File: config.mk
export PLATFORM = sky130hd
export DESIGN_NAME = bram_burst_ctrl
export DESIGN_NICKNAME = d
export VERILOG_FILES = /design/src/rtl/bram_burst_ctrl.sv
export SDC_FILE = /design/constraint.sdc
export NUM_CORES = 1
export LEC_CHECK = 0
export ABC_AREA = 1
export CAP_MARGIN = 20
export CORE_MARGIN = 2
export CORE_UTILIZATION = 42
export CTS_CLUSTER_DIAMETER = 120
export DETAILED_ROUTE_END_ITERATION = 6
export PLACE_DENSITY = 0.67
export SLEW_MARGIN = 5
export SYNTH_ARGS = -nofsm -noshare
export SYNTH_HDL_FRONTEND = slang
export SYNTH_SLANG_ARGS = --single-unit
File: constraint.sdc
create_clock -name clk -period 3.5 [get_ports clk]
set_input_delay 0.7 -clock clk [delete_from_list [all_inputs] [get_ports clk]]
set_output_delay 0.7 -clock clk [all_outputs]
set_load 0.02 [all_outputs]
File: src/rtl/bram_burst_ctrl.sv
// -----------------------------------------------------------------------------
// bram_burst_ctrl
//   Turns single write or read burst commands into word accesses on one
//   synchronous BRAM port. Write bursts take data from a valid/ready stream.
//   Read bursts return data through a 3-entry skid FIFO, so back-pressure on
//   rd_ready never drops a word that has already been fetched.
//
// Ports
//   clk, reset                 clock, asynchronous active-low reset
//   cmd_valid/cmd_ready        command handshake (ready only when idle)
//   cmd_write                  1 = write burst, 0 = read burst
//   cmd_addr, cmd_len          start word address, burst length minus one
//   wr_data/wr_valid/wr_ready  write-data stream
//   rd_data/rd_valid/rd_ready  read-data stream (FIFO head)
//   bram_we/addr/din/dout      BRAM port, dout has 1-cycle latency
//   busy                       controller not idle
//   done                       one-cycle pulse when a burst completes
// -----------------------------------------------------------------------------
module bram_burst_ctrl #(
   parameter int ADDR_W = 10,
   parameter int DATA_W = 16
) (
   input  logic              clk,
   input  logic              reset,
   input  logic              cmd_valid,
   output logic              cmd_ready,
   input  logic              cmd_write,
   input  logic [ADDR_W-1:0] cmd_addr,
   input  logic [ADDR_W-1:0] cmd_len,
   input  logic [DATA_W-1:0] wr_data,
   input  logic              wr_valid,
   output logic              wr_ready,
   output logic [DATA_W-1:0] rd_data,
   output logic              rd_valid,
   input  logic              rd_ready,
   output logic              bram_we,
   output logic [ADDR_W-1:0] bram_addr,
   output logic [DATA_W-1:0] bram_din,
   input  logic [DATA_W-1:0] bram_dout,
   output logic              busy,
   output logic              done
);

   typedef enum logic [1:0] {S_IDLE, S_WRITE, S_READ, S_DRAIN} state_t;

   localparam logic [ADDR_W-1:0] ONE = ADDR_W'(1);

   state_t              r_state;
   logic [ADDR_W-1:0]   r_addr;       // next address to write / issue
   logic [ADDR_W-1:0]   r_cnt;        // beats left after the current one
   logic                r_wr_ready;
   logic                r_bram_we;
   logic [ADDR_W-1:0]   r_bram_addr;
   logic [DATA_W-1:0]   r_bram_din;
   logic                r_done;
   // [0]: bram_addr this cycle is a read issue; [1]: bram_dout this cycle is valid
   logic [1:0]          r_vld_pipe;
   logic [DATA_W-1:0]   r_fifo [3];
   logic [1:0]          r_wptr;
   logic [1:0]          r_rptr;
   logic [1:0]          r_count;

   logic                w_hs;
   logic                w_push;
   logic                w_pop;
   logic [2:0]          w_occ_next;
   logic                w_room;
   logic                w_issue;
   logic                w_last_pop;

   assign w_hs   = cmd_valid & (r_state == S_IDLE);
   assign w_push = r_vld_pipe[1];
   assign w_pop  = (r_count != 2'd0) & rd_ready;

   // Words that will be owed a FIFO slot after this edge: FIFO content after
   // push/pop plus the read already on the BRAM address bus. A new issue is
   // allowed only while that total leaves a free slot, which still lets a
   // continuously drained FIFO run at one word per cycle.
   assign w_occ_next = {1'b0, r_count} + {2'b00, w_push} + {2'b00, r_vld_pipe[0]}
                       - {2'b00, w_pop};
   assign w_room     = (w_occ_next < 3'd3);

   // The first read is issued on the handshake edge itself so data shows up
   // three cycles after the command is accepted.
   assign w_issue    = (w_hs & ~cmd_write) | ((r_state == S_READ) & w_room);

   assign w_last_pop = w_pop & (r_count == 2'd1) & ~w_push & ~r_vld_pipe[0];

   assign cmd_ready = (r_state == S_IDLE);
   assign busy      = (r_state != S_IDLE);
   assign wr_ready  = r_wr_ready;
   assign rd_valid  = (r_count != 2'd0);
   assign rd_data   = r_fifo[r_rptr];
   assign bram_we   = r_bram_we;
   assign bram_addr = r_bram_addr;
   assign bram_din  = r_bram_din;
   assign done      = r_done;

   // Control FSM with registered BRAM and handshake outputs
   always_ff @(posedge clk or negedge reset) begin
      if (!reset) begin
         r_state     <= S_IDLE;
         r_addr      <= '0;
         r_cnt       <= '0;
         r_wr_ready  <= 1'b0;
         r_bram_we   <= 1'b0;
         r_bram_addr <= '0;
         r_bram_din  <= '0;
         r_done      <= 1'b0;
         r_vld_pipe  <= '0;
      end else begin
         r_done     <= 1'b0;
         r_bram_we  <= 1'b0;
         r_vld_pipe <= {r_vld_pipe[0], w_issue};
         case (r_state)
            S_IDLE: begin
               if (w_hs) begin
                  r_cnt <= cmd_len;
                  if (cmd_write) begin
                     r_addr     <= cmd_addr;
                     r_wr_ready <= 1'b1;
                     r_state    <= S_WRITE;
                  end else begin
                     r_bram_addr <= cmd_addr;
                     r_addr      <= cmd_addr + ONE;
                     r_state     <= (cmd_len == '0) ? S_DRAIN : S_READ;
                  end
               end
            end
            S_WRITE: begin
               // wr_ready low here means the last beat's write is on the bus
               if (!r_wr_ready) begin
                  r_done  <= 1'b1;
                  r_state <= S_IDLE;
               end else if (wr_valid) begin
                  r_bram_we   <= 1'b1;
                  r_bram_addr <= r_addr;
                  r_bram_din  <= wr_data;
                  r_addr      <= r_addr + ONE;
                  r_cnt       <= r_cnt - ONE;
                  if (r_cnt == '0) r_wr_ready <= 1'b0;
               end
            end
            S_READ: begin
               if (w_room) begin
                  r_bram_addr <= r_addr;
                  r_addr      <= r_addr + ONE;
                  r_cnt       <= r_cnt - ONE;
                  if (r_cnt == ONE) r_state <= S_DRAIN;
               end
            end
            S_DRAIN: begin
               if (w_last_pop) begin
                  r_done  <= 1'b1;
                  r_state <= S_IDLE;
               end
            end
            default: r_state <= S_IDLE;
         endcase
      end
   end

   // Read-data FIFO, 3 entries, circular pointers
   always_ff @(posedge clk or negedge reset) begin
      if (!reset) begin
         for (int i = 0; i < 3; i++) r_fifo[i] <= '0;
         r_wptr  <= '0;
         r_rptr  <= '0;
         r_count <= '0;
      end else begin
         if (w_push) begin
            r_fifo[r_wptr] <= bram_dout;
            r_wptr         <= (r_wptr == 2'd2) ? 2'd0 : r_wptr + 2'd1;
         end
         if (w_pop) r_rptr <= (r_rptr == 2'd2) ? 2'd0 : r_rptr + 2'd1;
         r_count <= r_count + {1'b0, w_push} - {1'b0, w_pop};
      end
   end

endmodule

==> summary.md, run 1 <==
| Metric | Value |
|---|---|
| CP max-delay cell | clkdlybuf4s50_1 |
| Finished Cell Area | 7190 um2 |
| Fin crit share | 0.889 |
| Num ports | 106 |
| Die area | 14200 um2 |
| Worst slew pin tran | 868 ps |
| Routed Antenna Nets | 0 |
| Synth warnings | 0 |
| Post-synthesis compound-gate area fraction | 0.103 |
| Leakage | 3.59 nW |
| Minimum clock period | 3110 ps |
| DR WL/cell | 13.4 um |
| Core Region | 13100 um2 |
| Ys flop type | dfrtp_1 |
| Worst path required time | 3790 ps |
| Hold WC Path Type | flop to flop |
| Fmax | 0.322 GHz |
| Hold Crit Depth | 0 |
| CTS H-tree depth | 3 |
| CTS tree | yes |
| Critical path cell sequence | clkdlybuf4s50_1 > nand2_1 > inv_1 > ha_1 > fa_1 > inv_1 > fa_1 > nand2_1 > nand3_1 > nand2_2 > nand3_4 > buf_12 > nor2_4 > nand2_1 > nand2_1 |
| Grt ovf | 0 |
| Fin Hold WS | 416 ps |
| Clk sink count | 107 |
| Max cap viols | 0 |
| Final net count | 925 |
| Syn_nets | 823 |
| Worst-case clock buffer depth | 2 |
| Number of synthesized register bits | 107 |
| CP dominant cell by count | nand2_1 |
| Area delta synth->final | 28.7% |
| Synthesized area | 5590 um2 |
| Pre-CTS WS | 22.2 ps |
| Slew Limit Fails | 0 |
| Hold buffers post-CTS | 0 |
| Crit path max-delay family | adder cells |
| Register area share after synthesis | 0.479 |
| Via count | 5160 |
| GPL Wtd Cong | 0.894 |
| # rows | 42 |
| Critical Path AT | 3400 ps |
| Reg2reg end | bram_addr[6] |
| GRT Util Overall | 0.203 |
| CP max FO | 20 |
| Cell count after synthesis | 752 |
| Die Y | 119 um |
| Post-synthesis mux area share | 0 |
| DR DRC count | 0 |
| Post-synthesis cell type count | 32 |
| Adder-cell share of the synthesized area | 0.0318 |
| Worst Setup End Kind | flop |
| Worst path bufs/invs | 4 |
| Top cell type's share of synthesized area | 0.479 |
| Reg-to-Reg Start | r_count[0] |
| Worst reg2reg path depth | 16 |
| Largest family of logic cells by synthesized area | simple AND/OR/NAND/NOR gates |
| Share of post-route cells with drive strength above 1 | 0.0489 |
| Final WS setup | 390 ps |
| Hold Path End | r_vld_pipe[1] |
| Worst-skew pair later-pin latency | 350 ps |
| Count leader, synth | nand2_1 |
| Startpoint Class | input pin |
| Number of global-route vias before repair | 4927 |
| Area contributors post-synth | dfrtp_1, nand2_1, o21ai_0, nand3_1, inv_1 |
| Commonest cells post-synth | nand2_1, dfrtp_1, o21ai_0 |
| Post-Synth XOR/XNOR Area | 0.00314 |
| Vias per cell | 4.99 |
| Worst rel slew slack | 0.421 |
| First-pass GRT wire length | 23300 um |
| Hold_sp | r_vld_pipe[0] |
| Hpwl dp | 9850 um |
| Post-CTS Setup Inserts | 0 |
| Design Power | 7.02 mW |
| Initial core utilization | 0.425 |
| Crit-path max cell delay | 480 ps |
| Number of diodes | 0 |
| Root Driver | clkbuf_16 |
| Port bufs | 105 |
| WS Path Type | input pin to flop |
| Setup violators final | 0 |
| Fillers | 1283 |
| Setup TNS Final | 0 ps |
| Mapped Avg Cell Area | 7.43 um2 |
| Pwr dens | 977 nW/um2 |
| Post-synth EDFFs | 0 |
| Yosys top cell by area | dfrtp_1 |
| Setup Skew | 5.77 ps |
| Post-synth ARST share | 1.00 |
| R2R setup slack | 590 ps |
| Initial antenna violation count | 0 |
| Peak supply drop | 0.000408 V |
| TritonRoute pass-1 iters | 5 |
| Final WL | 13900 um |
| Die extent in x | 119 um |
| # resized after CTS | 0 |
| Post-Synth Simple-Gate Area | 0.304 |
| CTS Buf Count | 9 |
| RSZ-0062 raised after global routing | no |
| Initial DRC Count | 411 |
| Final Hold Fails | 0 |
| Status | finished, final reports clean |
| Largest net degree at the start of global routing | 67 |
| Worst-path clk slew | 70 ps |
| Cell Area, Placed | 6820 um2 |
## cells by family (layout without fill, tap and decap cells)
group | Yosys count | in the layout
flip-flops | 107 | 107
buffers and inverters | 109 | 216
XOR/XNOR | 2 | 2
AND/OR/NAND/NOR | 408 | 408
AO/OA/AOI/OAI | 113 | 113
adder cells (fa/ha/maj) | 13 | 13
## routing by layer
metal,part of all wire,GRT usage,vias up
met5,0,0,-
met3,0.049,0.0259,13
met4,0.013,0.0610,0
met2,0.49,0.348,144
li1,-,-,2590
met1,0.45,0.269,2413
## worst max path at each step
stage,depth (start not counted),slack [ps],start,end
finish,15,390,rd_ready,bram_addr[6]
global route,15,260,rd_ready,bram_addr[6]
CTS,15,390,rd_ready,bram_addr[6]
detailed placement,15,20,rd_ready,bram_addr[6]
global placement,15,170,rd_ready,bram_addr[0]
floorplan,13,710,rd_ready,bram_addr[1]
## cell type report
type / count / area (um2) / share of cell area
Clock buffer: 9 / 225 / 0.0313
Clock inverter: 7 / 81.3 / 0.0113
Inverter: 82 / 310 / 0.0432
Multi-Input combinational cell: 536 / 2470 / 0.343
Tap cell: 176 / 220 / 0.0306
Timing Repair Buffer: 118 / 1210 / 0.168
Sequential cell: 107 / 2680 / 0.372
## cells in the final DEF, fill, tap and decap left out, drive strengths merged
cell	instances
o211ai	1
ha	11
o21ai	97
dfrtp	107
inv	85
xnor2	1
clkinv	3
clkbuf	9
clkdlybuf4s50	104
buf	14
nand3	68
and2	1
bufinv	1
nor2	43
fa	2
nand2	281
nand4	8
or2	1
a21oi	12
xor2	1
nor3	2
o22ai	3
nand3b	4
## through the flow
step | cells | utilization
floorplan | 752 | -
global placement | 1016 | 0.519
detailed placement | 1016 | 0.519
CTS | 1032 | 0.543
global route | 1035 | 0.547
finish | 1035 | 0.547
## sequential cells by signal (all words and copies together) (netlist names)
| name | count |
|---|---|
| r_cnt | 10 |
| r_rptr | 2 |
| r_wptr | 2 |
| r_count | 2 |
| done | 1 |
| r_vld_pipe | 2 |
| bram_din | 16 |
| wr_ready | 1 |
| bram_we | 1 |
| r_addr | 10 |
| bram_addr | 10 |
| r_state | 2 |
| r_fifo | 48 |
## where the power goes
group	total (mW)	switching, mW	internal, mW
Sequential	2.24	0.398	1.84
Clock	1.05	0.482	0.568
Combinational	3.73	2.24	1.50
Total	7.02	3.12	3.91
Note: power is estimated with default switching activity, not from simulation.
==> inputs of run 2 (changes only) <==
CORE_UTILIZATION = 50   (was 42)
PLACE_DENSITY = 0.77   (was 0.67)
==> run 2 against run 1 <==
Net effect:
- worst hold slack worse by 64 ps
- die area is 15% lower
- clock-buffer cell count is 1 higher
- critical path type unchanged
- clock skew is 1.9 ps higher
- maximum frequency is 1.2% higher
- critical path depth stayed put
- utilization is 9.5 points higher
- flip-flop and latch count stayed put
==> summary.md, run 2 (synthesized netlist as in run 1, its figures left out) <==
| Metric | Value |
|---|---|
| First-pass GRT wire length | 23200 um (-0.65%) |
| Hold buffers post-CTS | 0 (unchanged) |
| Grt ovf | 0 (unchanged) |
| Num ports | 106 (unchanged) |
| DR DRC count | 0 (unchanged) |
| Pint | 3.64 mW (-6.8%) |
| Clock power frac | 0.117 (-0.033) |
| Share of post-route cells with drive strength above 1 | 0.0444 (-0.00450) |
| Final Hold Fails | 0 (unchanged) |
| Switching part of the total power | 0.459 (+0.0149) |
| Worst-skew pair later-pin latency | 380 ps (+30 ps) |
| Most common cell after layout, fill and taps aside | nand2_1 |
| Leakage | 3.51 nW (-2.2%) |
| Worst Setup End Kind | flop |
| Setup violators final | 0 (unchanged) |
| Fmax | 0.326 GHz (+1.2%) |
| NetSw | 3.09 mW (-0.97%) |
| Pwr dens | 962 nW/um2 (-1.6%) |
| Worst-path clk slew | 100 ps (+30 ps) |
| GPL Wtd Cong | 0.925 (+3.5%) |
| Initial DRC Count | 458 (+11%) |
| WS Path Type | input pin to flop |
| Hpwl dp | 9820 um (-0.27%) |
| Setup TNS Final | 0 ps (unchanged) |
| GRT Util Overall | 0.245 (+0.0424) |
| DR WL/cell | 13.9 um (+3.5%) |
| Setup Skew | 7.65 ps (+1.88 ps) |
| CP max FO | 24 (+20%) |
| Finished Cell Area | 7000 um2 (-2.7%) |
| Worst path required time | 3780 ps (about the same) |
| Commonest cells after routing, fill and taps aside | nand2_1, dfrtp_1, clkdlybuf4s50_1, o21ai_0, inv_1 |
| Power share of the sequential group | 0.332 (+0.013) |
| Max reg flops | 48 (unchanged) |
| Die Y | 110 um (-8.1%) |
| Vias per cell | 5.29 (+6.1%) |
| Final net count | 922 (-0.32%) |
| Cell Area, Placed | 6760 um2 (-0.99%) |
| Peak supply drop | 0.000489 V (+20%) |
| Combinational Power Share | 0.551 (+0.020) |
| Status | finished, final reports clean |
| Core Region | 10900 um2 (-17%) |
| Fin crit share | 0.878 (-0.0109) |
| Largest net degree at the start of global routing | 56 (-16%) |
| Number of diodes | 0 (unchanged) |
| Max cap viols | 0 (unchanged) |
| CTS Buf Count | 9 (unchanged) |
| Fin Hold WS | 352 ps (-63.7 ps) |
| Startpoint Class | input pin |
| Root Driver | clkbuf_8 |
| Area delta synth->final | 25.2% |
| Minimum clock period | 3070 ps (-38.2 ps) |
| # resized after CTS | 0 (unchanged) |
| Clk sink count | 107 (unchanged) |
| Post-CTS Setup Inserts | 0 (unchanged) |
| CTS H-tree depth | 3 (unchanged) |
| Worst slew pin tran | 842 ps (-26.0 ps) |
| Worst-case clock buffer depth | 2 (unchanged) |
| Initial core utilization | 0.513 (+0.0879) |
| # rows | 38 (-9.5%) |
| CTS tree | yes |
| TritonRoute pass-1 iters | 5 (unchanged) |
| RSZ-0062 raised after global routing | no |
| Die extent in x | 110 um (-8.1%) |
| Port bufs | 105 (unchanged) |
| Die area | 12000 um2 (-15%) |
| Slew Limit Fails | 0 (unchanged) |
| Number of global-route vias before repair | 5109 (+3.7%) |
| Via count | 5268 (+2.1%) |
| Critical Path AT | 3350 ps (-50 ps) |
| Hold WC Path Type | input pin to asynchronous set/reset pin |
| Biggest register | r_fifo |
| Worst rel slew slack | 0.438 (+0.0167) |
| Routed Antenna Nets | 0 (unchanged) |
| Final WL | 13800 um (-0.39%) |
| Initial antenna violation count | 0 (unchanged) |
run 2: changes by cell type in the layout (fill, tap and decap cells not counted):
cell,change
clkbuf_16,-9
clkbuf_8,+9
buf_4,-3
inv_6,-3
buf_6,+2
clkinv_4,+2
buf_16,-1
buf_8,-1
clkbuf_1,+1
clkinv_2,-1
clkinvlp_4,+1
run 2: worst max-delay path, cell delays in order:
cell             delay, ps
clkdlybuf4s50_1        480
nand2_1                 70
inv_1                   80
ha_1                   240
fa_1                   360
inv_1                   70
fa_1                   400
nand2_1                 80
nand3_1                110
nand2_2                110
nand3_4                180
inv_4                  270
nand2_1                 80
nand2_1                 60
nand2_1                 40
run 2: power groups by stage:
stage | combinational, mW | sequential [mW] | clock [mW]
2_1_floorplan | 2.29 | 2.33 | 0
3_3_place_gp | 3.55 | 2.22 | 0
3_5_place_dp | 3.69 | 2.25 | 0
4_1_cts | 3.70 | 2.23 | 0.802
5_1_grt | 4.18 | 2.31 | 0.856
6_report | 3.71 | 2.23 | 0.788
run 2: layout make-up:
| cell class | count | area (um2) |
|---|---|---|
| timing repair buffer | 115 | 1160 |
| sequential | 107 | 2680 |
| fill | 933 | 3890 |
| inverter | 82 | 310 |
| tap | 140 | 175 |
| multi-input combinational | 536 | 2470 |
| clock buffer | 10 | 128 |
| clock inverter | 6 | 75.1 |
run 2: final timing paths:
kind | startpoint | end | slack (ps) | cells past startpoint
min in group clk | r_vld_pipe[0] | r_vld_pipe[1] | 420 | 0
hold / removal | reset | r_fifo[2] | 350 | 1
hold reg to reg | r_vld_pipe[0] | r_vld_pipe[1] | 420 | 0
setup / recovery | rd_ready | r_cnt[6] | 430 | 15
max in group asynchronous | reset | bram_din[7] | 2420 | 2
setup reg to reg | r_count[1] | r_cnt[6] | 600 | 16
run 2: routing by layer:
metal / vias to the layer above / global-route usage / wire length, um
met4: 0 / 0.0976 / 261
met5: - / 0 / 0
met2: 176 / 0.402 / 6840
li1: 2581 / - / -
met1: 2488 / 0.320 / 5940
met3: 23 / 0.0492 / 783
run 2: per-stage QoR:
stage | power, mW | instances | worst slack [ps] | utilization
after floorplan | 4.62 | 752 | 715 | -
after global placement | 5.78 | 977 | 109 | 0.621
after detailed placement | 5.93 | 977 | 25.6 | 0.621
after CTS | 6.73 | 993 | 442 | 0.639
after global routing | 7.34 | 996 | 243 | 0.643
final | 6.73 | 996 | 428 | 0.643
==> inputs of run 3 (changes only) <==
CAP_MARGIN = 25   (was 20)
==> run 3 against run 2 <==
Net effect:
- first-iteration DRC count is 2.2% lower
- global-route usage down 0.39 points
- clock skew decreased by 0.64 ps
- sequential share of layout area fell by 0.24 points
- flip-flop and latch count did not move
- worst setup slack improved by 21 ps
- clock power is 15% higher
- largest cell class unchanged
- wire length down 0.39%
==> summary.md, run 3 (synthesized netlist as in run 1, its figures left out) <==
| Metric | Value |
|---|---|
| First-pass GRT wire length | 23000 um (-0.98%) |
| GPL Wtd Cong | 0.925 (unchanged) |
| Pint | 3.79 mW (+3.9%) |
| R2R setup slack | 640 ps (+40 ps) |
| CP max FO | 24 (unchanged) |
| Worst path required time | 3770 ps (about the same) |
| Routed Antenna Nets | 0 (unchanged) |
| Post-CTS Setup Inserts | 0 (unchanged) |
| Worst-case clock buffer depth | 2 (unchanged) |
| Biggest register | r_fifo |
| Combinational Power Share | 0.541 (-0.010) |
| Final net count | 922 (unchanged) |
| Peak supply drop | 0.000581 V (+19%) |
| # resized after CTS | 0 (unchanged) |
| Number of global-route vias before repair | 5057 (-1.0%) |
| Root Driver | clkbuf_8 |
| Worst rel slew slack | 0.446 (+0.00813) |
| Clock power frac | 0.132 (+0.015) |
| RSZ-0062 raised after global routing | no |
| Critical path cell sequence | clkdlybuf4s50_1 > nand2_1 > inv_1 > ha_1 > fa_1 > inv_1 > fa_1 > nand2_1 > nand3_1 > nand2_2 > nand3_4 > inv_4 > nand2_1 > nand2_1 > nand2_1 |
| Core Region | 10900 um2 (unchanged) |
| Die extent in x | 110 um (unchanged) |
| Num ports | 106 (unchanged) |
| WS Path Type | input pin to flop |
| Die area | 12000 um2 (unchanged) |
| DR DRC count | 0 (unchanged) |
| TritonRoute pass-1 iters | 4 (-1) |
| Worst-skew pair later-pin latency | 370 ps (about the same) |
| Hpwl dp | 9950 um (+1.3%) |
| # rows | 38 (unchanged) |
| Port bufs | 105 (unchanged) |
| Initial antenna violation count | 0 (unchanged) |
| CTS H-tree depth | 3 (unchanged) |
| CP max-delay cell | clkdlybuf4s50_1 |
| Worst reg2reg path depth | 16 (unchanged) |
| Slew Limit Fails | 0 (unchanged) |
| Max cap viols | 0 (unchanged) |
| Hold buffers post-CTS | 0 (unchanged) |
| Crit-path max cell delay | 480 ps (about the same) |
| Leakage | 3.53 nW (+0.62%) |
| Status | finished, final reports clean |
| Power share of the sequential group | 0.327 (-0.005) |
| Clk sink count | 107 (unchanged) |
| Setup Skew | 7.01 ps (-0.643 ps) |
| Die Y | 110 um (unchanged) |
| Reg2reg end | r_cnt[6] |
| Reg-to-Reg Start | r_count[1] |
| Max reg flops | 48 (unchanged) |
| Switching part of the total power | 0.447 (-0.0115) |
| Minimum clock period | 3050 ps (-21.4 ps) |
| Vias per cell | 5.28 (-0.23%) |
| Cell Area, Placed | 6770 um2 (+0.22%) |
| Setup violators final | 0 (unchanged) |
| Non-Filler Instances | 996 (unchanged) |
| Pwr dens | 973 nW/um2 (+1.1%) |
| Fin crit share | 0.872 (-0.00612) |
| Worst slew pin tran | 830 ps (-12.2 ps) |
| Initial core utilization | 0.513 (unchanged) |
| Finished Cell Area | 7040 um2 (+0.63%) |
| Fmax | 0.328 GHz (+0.70%) |
| Hold WC Path Type | input pin to asynchronous set/reset pin |
| Number of diodes | 0 (unchanged) |
| CTS tree | yes |
| Largest net degree at the start of global routing | 56 (unchanged) |
| Final WL | 13800 um (-0.39%) |
| Final Hold Fails | 0 (unchanged) |
| CP dominant cell by count | nand2_1 |
| Setup TNS Final | 0 ps (unchanged) |
| DR WL/cell | 13.8 um (-0.39%) |
| Commonest cells after routing, fill and taps aside | nand2_1, dfrtp_1, clkdlybuf4s50_1, o21ai_0, inv_1 |
| Critical Path AT | 3320 ps (-30 ps) |
| GRT Util Overall | 0.241 (-0.00394) |
| Share of post-route cells with drive strength above 1 | 0.0444 (unchanged) |
| NetSw | 3.06 mW (-0.81%) |
| CTS Buf Count | 9 (unchanged) |
| Via count | 5256 (-0.23%) |
| Area delta synth->final | 26.0% |
| Grt ovf | 0 (unchanged) |
| Initial DRC Count | 448 (-2.2%) |
| Worst Setup End Kind | flop |
| Worst-path clk slew | 100 ps (about the same) |
| Startpoint Class | input pin |
| Most common cell after layout, fill and taps aside | nand2_1 |
| Post-Place Cells | 978 (+0.10%) |
==> run 3: worst max path at each step <==
| stage | start | to | depth (start not counted) |
|---|---|---|---|
| floorplan | rd_ready | bram_addr[1] | 13 |
| global placement | rd_ready | r_cnt[6] | 15 |
| detailed placement | rd_ready | r_cnt[6] | 15 |
| CTS | rd_ready | r_cnt[6] | 15 |
| global route | rd_ready | r_cnt[6] | 15 |
| finish | rd_ready | r_cnt[6] | 15 |
==> run 3: power groups by stage <==
| stage | combinational [mW] | clock (mW) | sequential, mW |
|---|---|---|---|
| 5_1_grt | 4.17 | 0.966 | 2.30 |
| 2_1_floorplan | 2.29 | 0 | 2.33 |
| 3_5_place_dp | 3.69 | 0 | 2.25 |
| 6_report | 3.71 | 0.903 | 2.24 |
| 3_3_place_gp | 3.55 | 0 | 2.22 |
| 4_1_cts | 3.70 | 0.912 | 2.23 |
==> run 3: layout make-up <==
cell class / count / area, um2
tap: 140 / 175
inverter: 82 / 310
fill: 937 / 3850
clock buffer: 10 / 128
multi-input combinational: 536 / 2470
sequential: 107 / 2680
timing repair buffer: 115 / 1170
clock inverter: 6 / 111
==> run 3: layer usage <==
metal / GRT usage / vias to the layer above / share of wire
met5: 0 / - / 0
met4: 0.0940 / 0 / 0.019
met3: 0.0320 / 27 / 0.045
met2: 0.405 / 155 / 0.49
met1: 0.318 / 2490 / 0.44
li1: - / 2584 / -
==> run 3: critical path, delay by kind of cell <==
family                     cells  cell delay, ps
and+or+nand+nor                8             720
adders and majority gates      3            1000
buffers and inverters          4             900
==> run 3: per-stage QoR <==
stage,utilization,total power [mW],hold slack [ps],setup slack (ps)
final,0.647,6.85,373,449
after detailed placement,0.622,5.94,405,42.4
after CTS,0.644,6.84,395,447
after global placement,0.621,5.78,393,109
after global routing,0.647,7.44,423,257
after floorplan,-,4.62,375,715
